File: src/rtl/lcd_pkg.sv
// Shared definitions for the HD44780 write engine: FSM state encoding,
// the power-on init command ROM, command constants and small helpers.
package lcd_pkg;

    typedef enum logic [2:0] {
        ST_POWERUP,
        ST_INIT_LOAD,
        ST_SETUP,
        ST_PULSE,
        ST_HOLD,
        ST_WAIT,
        ST_IDLE
    } lcd_state_e;

    localparam int INIT_LEN = 7;

    localparam logic [7:0] CMD_FUNC_SET = 8'h38;  // 8-bit bus, 2 lines, 5x8 font
    localparam logic [7:0] CMD_DISP_ON  = 8'h0C;  // display on, cursor off
    localparam logic [7:0] CMD_CLEAR    = 8'h01;
    localparam logic [7:0] CMD_ENTRY    = 8'h06;  // increment, no shift

    // Entry 0 sits in the low byte. Function set is repeated four times so
    // the controller syncs to 8-bit mode regardless of its power-on state.
    localparam logic [INIT_LEN-1:0][7:0] INIT_ROM = {
        CMD_ENTRY, CMD_CLEAR, CMD_DISP_ON,
        CMD_FUNC_SET, CMD_FUNC_SET, CMD_FUNC_SET, CMD_FUNC_SET
    };

    // Clear (0x01) and return-home (0x02/0x03) need the long execution wait.
    function automatic logic is_slow_cmd(input logic rs, input logic [7:0] data);
        return !rs && (data == 8'h01 || data == 8'h02 || data == 8'h03);
    endfunction

    function automatic int max2(input int a, input int b);
        return (a > b) ? a : b;
    endfunction

endpackage

File: src/rtl/lcd_timer.sv
// Loadable down-counter shared by every timed state of the LCD engine.
//   clk_i     : clock
//   load_i    : load value_i this cycle (takes priority over counting)
//   value_i   : N-1 for a state that must last N cycles
//   expired_o : counter has reached zero (last cycle of the current state)
module lcd_timer
    import lcd_pkg::*;
#(
    parameter int W = 20
) (
    input  logic         clk_i,
    input  logic         load_i,
    input  logic [W-1:0] value_i,
    output logic         expired_o
);

    logic [W-1:0] cnt_q;

    // No reset of its own: the top asserts load_i during reset.
    always_ff @(posedge clk_i) begin
        if (load_i)
            cnt_q <= value_i;
        else if (cnt_q != '0)
            cnt_q <= cnt_q - 1'b1;
    end

    assign expired_o = (cnt_q == '0);

endmodule

File: src/rtl/lcd_ctrl.sv
// HD44780 write engine for the DE2 character LCD. Runs the power-on init
// sequence, then turns each accepted byte into a timed LCD write cycle
// (setup, EN pulse, hold, execution wait).
//   clk_i, rst_i          : clock, synchronous active-high reset
//   req_valid_i/ready_o   : byte request handshake, transfer on valid && ready
//   req_rs_i, req_data_i  : 0 = command / 1 = data, and the byte
//   init_done_o           : sticky, init sequence finished
//   busy_o                : engine not idle (always !req_ready_o)
//   lcd_data_o, lcd_rw_o, lcd_rs_o, lcd_en_o, lcd_on_o : LCD pins
module lcd_ctrl
    import lcd_pkg::*;
#(
    parameter int T_SETUP      = 2,
    parameter int T_PULSE      = 12,
    parameter int T_HOLD       = 2,
    parameter int T_EXEC       = 1850,
    parameter int T_CLEAR      = 76000,
    parameter int T_POWERUP    = 750000,
    parameter int T_INIT_LONG  = 205000,
    parameter int T_INIT_SHORT = 5000
) (
    input  logic       clk_i,
    input  logic       rst_i,
    input  logic       req_valid_i,
    output logic       req_ready_o,
    input  logic       req_rs_i,
    input  logic [7:0] req_data_i,
    output logic       init_done_o,
    output logic       busy_o,
    output logic [7:0] lcd_data_o,
    output logic       lcd_rw_o,
    output logic       lcd_rs_o,
    output logic       lcd_en_o,
    output logic       lcd_on_o
);

    // Counter holds N-1 of the longest state, so log2(max) bits suffice.
    localparam int CNT_MAX = max2(max2(max2(T_SETUP, T_PULSE), max2(T_HOLD, T_EXEC)),
                                  max2(max2(T_CLEAR, T_POWERUP), max2(T_INIT_LONG, T_INIT_SHORT)));
    localparam int CNT_W   = (CNT_MAX > 1) ? $clog2(CNT_MAX) : 1;

    lcd_state_e       state_q, state_n;
    logic [2:0]       init_idx_q;
    logic             tmr_load;
    logic [CNT_W-1:0] tmr_value;
    logic [CNT_W-1:0] wait_val;
    logic             expired;
    logic             accept;
    logic             init_last;

    lcd_timer #(.W(CNT_W)) u_timer (
        .clk_i    (clk_i),
        .load_i   (tmr_load),
        .value_i  (tmr_value),
        .expired_o(expired)
    );

    assign accept    = (state_q == ST_IDLE) && req_valid_i;
    assign init_last = (init_idx_q == 3'(INIT_LEN - 1));
    assign lcd_rw_o  = 1'b0;

    // Execution wait for the write currently on the bus. The first two init
    // entries have their own datasheet waits; only valid while still in init.
    always_comb begin
        wait_val = CNT_W'(T_EXEC - 1);
        if (!init_done_o && init_idx_q == 3'd0)
            wait_val = CNT_W'(T_INIT_LONG - 1);
        else if (!init_done_o && init_idx_q == 3'd1)
            wait_val = CNT_W'(T_INIT_SHORT - 1);
        else if (is_slow_cmd(lcd_rs_o, lcd_data_o))
            wait_val = CNT_W'(T_CLEAR - 1);
    end

    always_comb begin
        state_n   = state_q;
        tmr_load  = 1'b0;
        tmr_value = '0;
        case (state_q)
            ST_POWERUP: begin
                if (expired) state_n = ST_INIT_LOAD;
            end
            ST_INIT_LOAD: begin
                state_n   = ST_SETUP;
                tmr_load  = 1'b1;
                tmr_value = CNT_W'(T_SETUP - 1);
            end
            ST_IDLE: begin
                if (accept) begin
                    state_n   = ST_SETUP;
                    tmr_load  = 1'b1;
                    tmr_value = CNT_W'(T_SETUP - 1);
                end
            end
            ST_SETUP: begin
                if (expired) begin
                    state_n   = ST_PULSE;
                    tmr_load  = 1'b1;
                    tmr_value = CNT_W'(T_PULSE - 1);
                end
            end
            ST_PULSE: begin
                if (expired) begin
                    state_n   = ST_HOLD;
                    tmr_load  = 1'b1;
                    tmr_value = CNT_W'(T_HOLD - 1);
                end
            end
            ST_HOLD: begin
                if (expired) begin
                    state_n   = ST_WAIT;
                    tmr_load  = 1'b1;
                    tmr_value = wait_val;
                end
            end
            ST_WAIT: begin
                if (expired)
                    state_n = (!init_done_o && !init_last) ? ST_INIT_LOAD : ST_IDLE;
            end
            default: state_n = ST_POWERUP;
        endcase
        // Reset re-arms the power-up wait so the init sequence reruns in full.
        if (rst_i) begin
            tmr_load  = 1'b1;
            tmr_value = CNT_W'(T_POWERUP - 1);
        end
    end

    always_ff @(posedge clk_i) begin
        if (rst_i) begin
            state_q    <= ST_POWERUP;
            init_idx_q <= '0;
        end else begin
            state_q <= state_n;
            if (state_q == ST_WAIT && expired && !init_done_o && !init_last)
                init_idx_q <= init_idx_q + 3'd1;
        end
    end

    // Outputs are registered from the next state so they line up exactly
    // with the state they describe.
    always_ff @(posedge clk_i) begin
        if (rst_i) begin
            lcd_data_o  <= '0;
            lcd_rs_o    <= 1'b0;
            lcd_en_o    <= 1'b0;
            lcd_on_o    <= 1'b0;
            req_ready_o <= 1'b0;
            init_done_o <= 1'b0;
            busy_o      <= 1'b1;
        end else begin
            lcd_on_o    <= 1'b1;
            lcd_en_o    <= (state_n == ST_PULSE);
            req_ready_o <= (state_n == ST_IDLE);
            busy_o      <= (state_n != ST_IDLE);
            init_done_o <= init_done_o | (state_n == ST_IDLE);
            // RS/DATA change only at write start, so they stay put through
            // PULSE, HOLD and WAIT.
            if (state_q == ST_INIT_LOAD) begin
                lcd_data_o <= INIT_ROM[init_idx_q];
                lcd_rs_o   <= 1'b0;
            end else if (accept) begin
                lcd_data_o <= req_data_i;
                lcd_rs_o   <= req_rs_i;
            end
        end
    end

endmodule
File: config.mk
export PLATFORM = sky130hd
export DESIGN_NAME = lcd_ctrl
export DESIGN_NICKNAME = d
export VERILOG_FILES = /design/src/rtl/lcd_pkg.sv /design/src/rtl/lcd_timer.sv /design/src/rtl/lcd_ctrl.sv
export SDC_FILE = /design/constraint.sdc
export NUM_CORES = 1
export LEC_CHECK = 0
export BUFFER_PORTS_ARGS = -buffer_cell sky130_fd_sc_hd__buf_4
export CAP_MARGIN = 20
export CORE_MARGIN = 4
export CORE_UTILIZATION = 45
export DETAILED_ROUTE_END_ITERATION = 16
export PLACE_DENSITY_LB_ADDON = 0.05
export SLEW_MARGIN = 20
export SYNTH_ARGS = -nofsm -noshare
export SYNTH_HDL_FRONTEND = slang
export SYNTH_SLANG_ARGS = --single-unit
File: constraint.sdc
create_clock -name clk_i -period 2.8 [get_ports clk_i]
set_input_delay 0.14 -clock clk_i [delete_from_list [all_inputs] [get_ports clk_i]]
set_output_delay 0.14 -clock clk_i [all_outputs]
set_load 0.005 [all_outputs]
==> run_results.csv <==
group,metric,value,unit
run_status,outcome,"finished clean",
die,die_w,82.87,um
timing,drv_slew,0,
critical_path,cp_num_buf_inv,2,
grt,grt.busiest_layer,"met1",
place,port_buffers,25,
timing,relSlewSlack,0.5905,
grt,grt_pass1_vias,1959,
grt,gr-total-overflow,0,
cells_and_area,area.growth.synth_to_final,14.39,%
place,hpwlAfterDp,4.196,mm
hold_path,min_path_type,"in2reg",
pwr,p_per_area,390.8,nW/um^2
grt,grt_pass1_wl,10.07,mm
cells_and_area,post-route-util,0.5475,
routing,wl_per_cell,16.52,um
synth,ys_seq_area_frac,0.4365,
die,initial_utilization,0.4786,
synth,ys_seq_elements,45,
critical_path,rr_startpoint,"u_timer.cnt_q[0]",
timing,clock-skew-final,0.006997,ns
synth,syn_inst,262,
synth,synth_nets,280,
clock_tree,insertion_delay,0.30,ns
clock_tree,cts_root_buf,"clkbuf_8",
timing,setup_viol,0,
grt,track_usage,0.1792,
timing,rsz0062_at_grt,"no",
critical_path,path_max_fanout,13,
routing,drt-initial-drc-count,137,
critical_path,path_delay_family,"simple AND/OR/NAND/NOR gates",
synth,synth_top_area_cell,"edfxtp_1",
cells_and_area,fillers,485,
routing,drtAntennaViolNets,0,
critical_path,critPathCaptureType,"flop",
critical_path,required,2.81,ns
critical_path,reg2reg_to,"u_timer.cnt_q[7]",
cells_and_area,antenna_cells,0,
clock_tree,numClockSinks,45,
flow_run,cap_violations,0,
timing,final.setup.worst_slack,0.1566,ns
pwr,power,1.128,mW
timing,min_period,2.643,ns
pwr,leakagePower,1.174,nW
pwr,peakVddDrop,0.3535,mV
place,dp_cells,349,
cells_and_area,nets,304,
routing,drc,0,
critical_path,cp_slowest_stage_delay,0.50,ns
timing,fmax,378.3,MHz
synth,ys_top_cells_by_area,"edfxtp_1 24%, dfxtp_1 20%, mux2i_1 4.4%",
critical_path,endpoint,"u_timer.cnt_q[7]",
critical_path,r2r_setup_slack,0.16,ns
synth,avgSynthCellArea,9.628,um^2
grt,antenna_found_initial,0,
timing,period_share,0.9441,
die,core.rowCount,26,
routing,drt_wl_total,5.899,mm
critical_path,startpoint,"u_timer.cnt_q[0]",
routing,vias,2027,
cells_and_area,final_layout_size_suffix_gt1_frac,0.1882,
critical_path,r2r_cells,8,
cells_and_area,finalNonFillerCells,357,
die,core,5270,um^2
critical_path,path_class,"reg2reg",
critical_path,worstSetupStartpointType,"flop",
clock_tree,cts_tree,"built",
clock_tree,post_cts.repair.setup_buffers,0,
synth,ys_types,53,
critical_path,crit_chain,"inv_1 > ha_1 > or4b_4 > nor4_4 > nand4b_1 > and3_4 > nand2_1 > buf_6",
clock_tree,htree_num_levels,2,
die,ios,27,
place,pre_cts_ws,0.1848,ns
synth,yosys_warnings,0,
die,die_h,82.87,um
critical_path,critical-path-slowest-cell,"or4b_4",
place,gp_congestion,0.9053,
die,die_area,6867,um^2
grt,gr-usage-met3,0.03168,
clock_tree,cts_made_buffers,5,
timing,fin_setup_tns,0,ns
grt,use_met2,0.2544,
synth,netlist_area,2522,um^2
clock_tree,cts.repair.resized,0,
routing,firstDrtPassIters,4,
synth,synth_top_area_frac,0.2381,
grt,grt_max_degree,26,
clock_tree,clkTransAtPathRegs,0.08,ns
timing,worstMarginPinSlew,0.6092,ns
clock_tree,cts_max_path_buffers,2,
timing,finalHoldViolCount,0,
routing,post_drt_via_cell_ratio,5.678,
grt,grt_use_met1,0.2607,
clock_tree,ctsHoldBuffers,0,
critical_path,cp.depth,8,
critical_path,worst_ep_arrival_time,2.65,ns
-- cells in the mapped netlist, drive strengths merged --
cell,number
or4b,1
o211ai,3
a22oi,1
xnor2,12
nor3b,2
o21ai,13
o2111ai,1
nand2,14
nand2b,2
mux2,2
nor3,11
o221ai,2
nand3,8
a2111oi,1
o31ai,5
and2,2
inv,9
clkbuf,13
or2,1
nor2b,4
nor4,9
conb,1
a311o,1
nor2,24
nand3b,2
o22ai,1
and3,4
nand4,4
a21oi,10
a31oi,3
buf,4
xor2,6
or3,6
ha,6
mux2i,11
edfxtp,20
or4,3
nand4b,3
o211a,3
a211oi,4
nor4b,1
a41oi,1
a32oi,1
or3b,2
dfxtp,25
-- cells by family after synthesis --
logic type / count (synthesis) / synth area share
fa+ha+maj: 6 / 0.02976
xor+xnor: 18 / 0.06250
compound gates: 50 / 0.1310
simple gates: 103 / 0.2450
flops: 45 / 0.4365
other cells: 1 / 0.001487
buf+inv: 26 / 0.04117
mux: 13 / 0.05258
-- layout by cell type (no fill, tap or decap), types with 3 or more instances in the layout --
cell / n
o21ai_0: 12
xnor2_1: 12
a31oi_1: 3
o211ai_1: 3
ha_1: 6
and3_1: 3
nor4_1: 5
nand3_1: 7
xor2_1: 6
dfxtp_1: 25
edfxtp_1: 20
nor3_1: 11
clkbuf_8: 5
a211oi_1: 4
nand4b_1: 3
or3_1: 6
nand4_1: 4
nor2b_1: 4
inv_1: 9
buf_4: 33
nor2_1: 23
o211a_1: 3
nand2_1: 14
a21oi_1: 10
o31ai_1: 5
mux2i_1: 11
-- worst min-delay path by stage --
| stage | cells past startpoint | from | endpoint | slack [ns] |
|---|---|---|---|---|
| 2_1_floorplan | 2 | req_data_i[6] | lcd_data_o[6] | 0.33 |
| 3_3_place_gp | 3 | req_data_i[4] | lcd_data_o[4] | 0.43 |
| 3_5_place_dp | 3 | req_data_i[4] | lcd_data_o[4] | 0.44 |
| 4_1_cts | 3 | req_data_i[4] | lcd_data_o[4] | 0.12 |
| 5_1_grt | 3 | req_data_i[4] | lcd_data_o[4] | 0.13 |
| 6_report | 3 | req_data_i[7] | lcd_data_o[7] | 0.13 |
-- power breakdown --
group          switching [mW]  total [mW]  internal (mW)
clock network           0.211       0.392          0.181
logic                  0.0237      0.0434         0.0198
registers             0.00525       0.692          0.687
-- metrics by stage --
stage,hold WS (ns),instance area (um^2)
floorplan,0.3321,2522
global placement,0.4292,2795
detailed placement,0.4368,2795
CTS,0.1235,2877
global route,0.1310,2885
finish,0.1280,2885
-- per-layer routing --
| layer | part of all wire | routed length [um] |
|---|---|---|
| met2 | 0.43 | 2528 |
| met5 | 0 | 0 |
| met4 | 0.026 | 155 |
| met3 | 0.045 | 267 |
| met1 | 0.50 | 2947 |
-- area by class of cell --
| class | instances | area, um^2 | area share |
|---|---|---|---|
| clock buffer | 8 | 81.33 | 0.02819 |
| inverter | 9 | 33.78 | 0.01171 |
| sequential | 45 | 1101 | 0.3816 |
| timing repair buffer | 34 | 259.0 | 0.08977 |
| multi-input combinational | 191 | 1323 | 0.4584 |
| tap | 70 | 87.58 | 0.03036 |
-- worst min-delay path: stages --
cell and delay (ns):
buf_4 0.08, mux2i_1 0.05, nor3_1 0.11
Power figures use the tool's default switching activity.
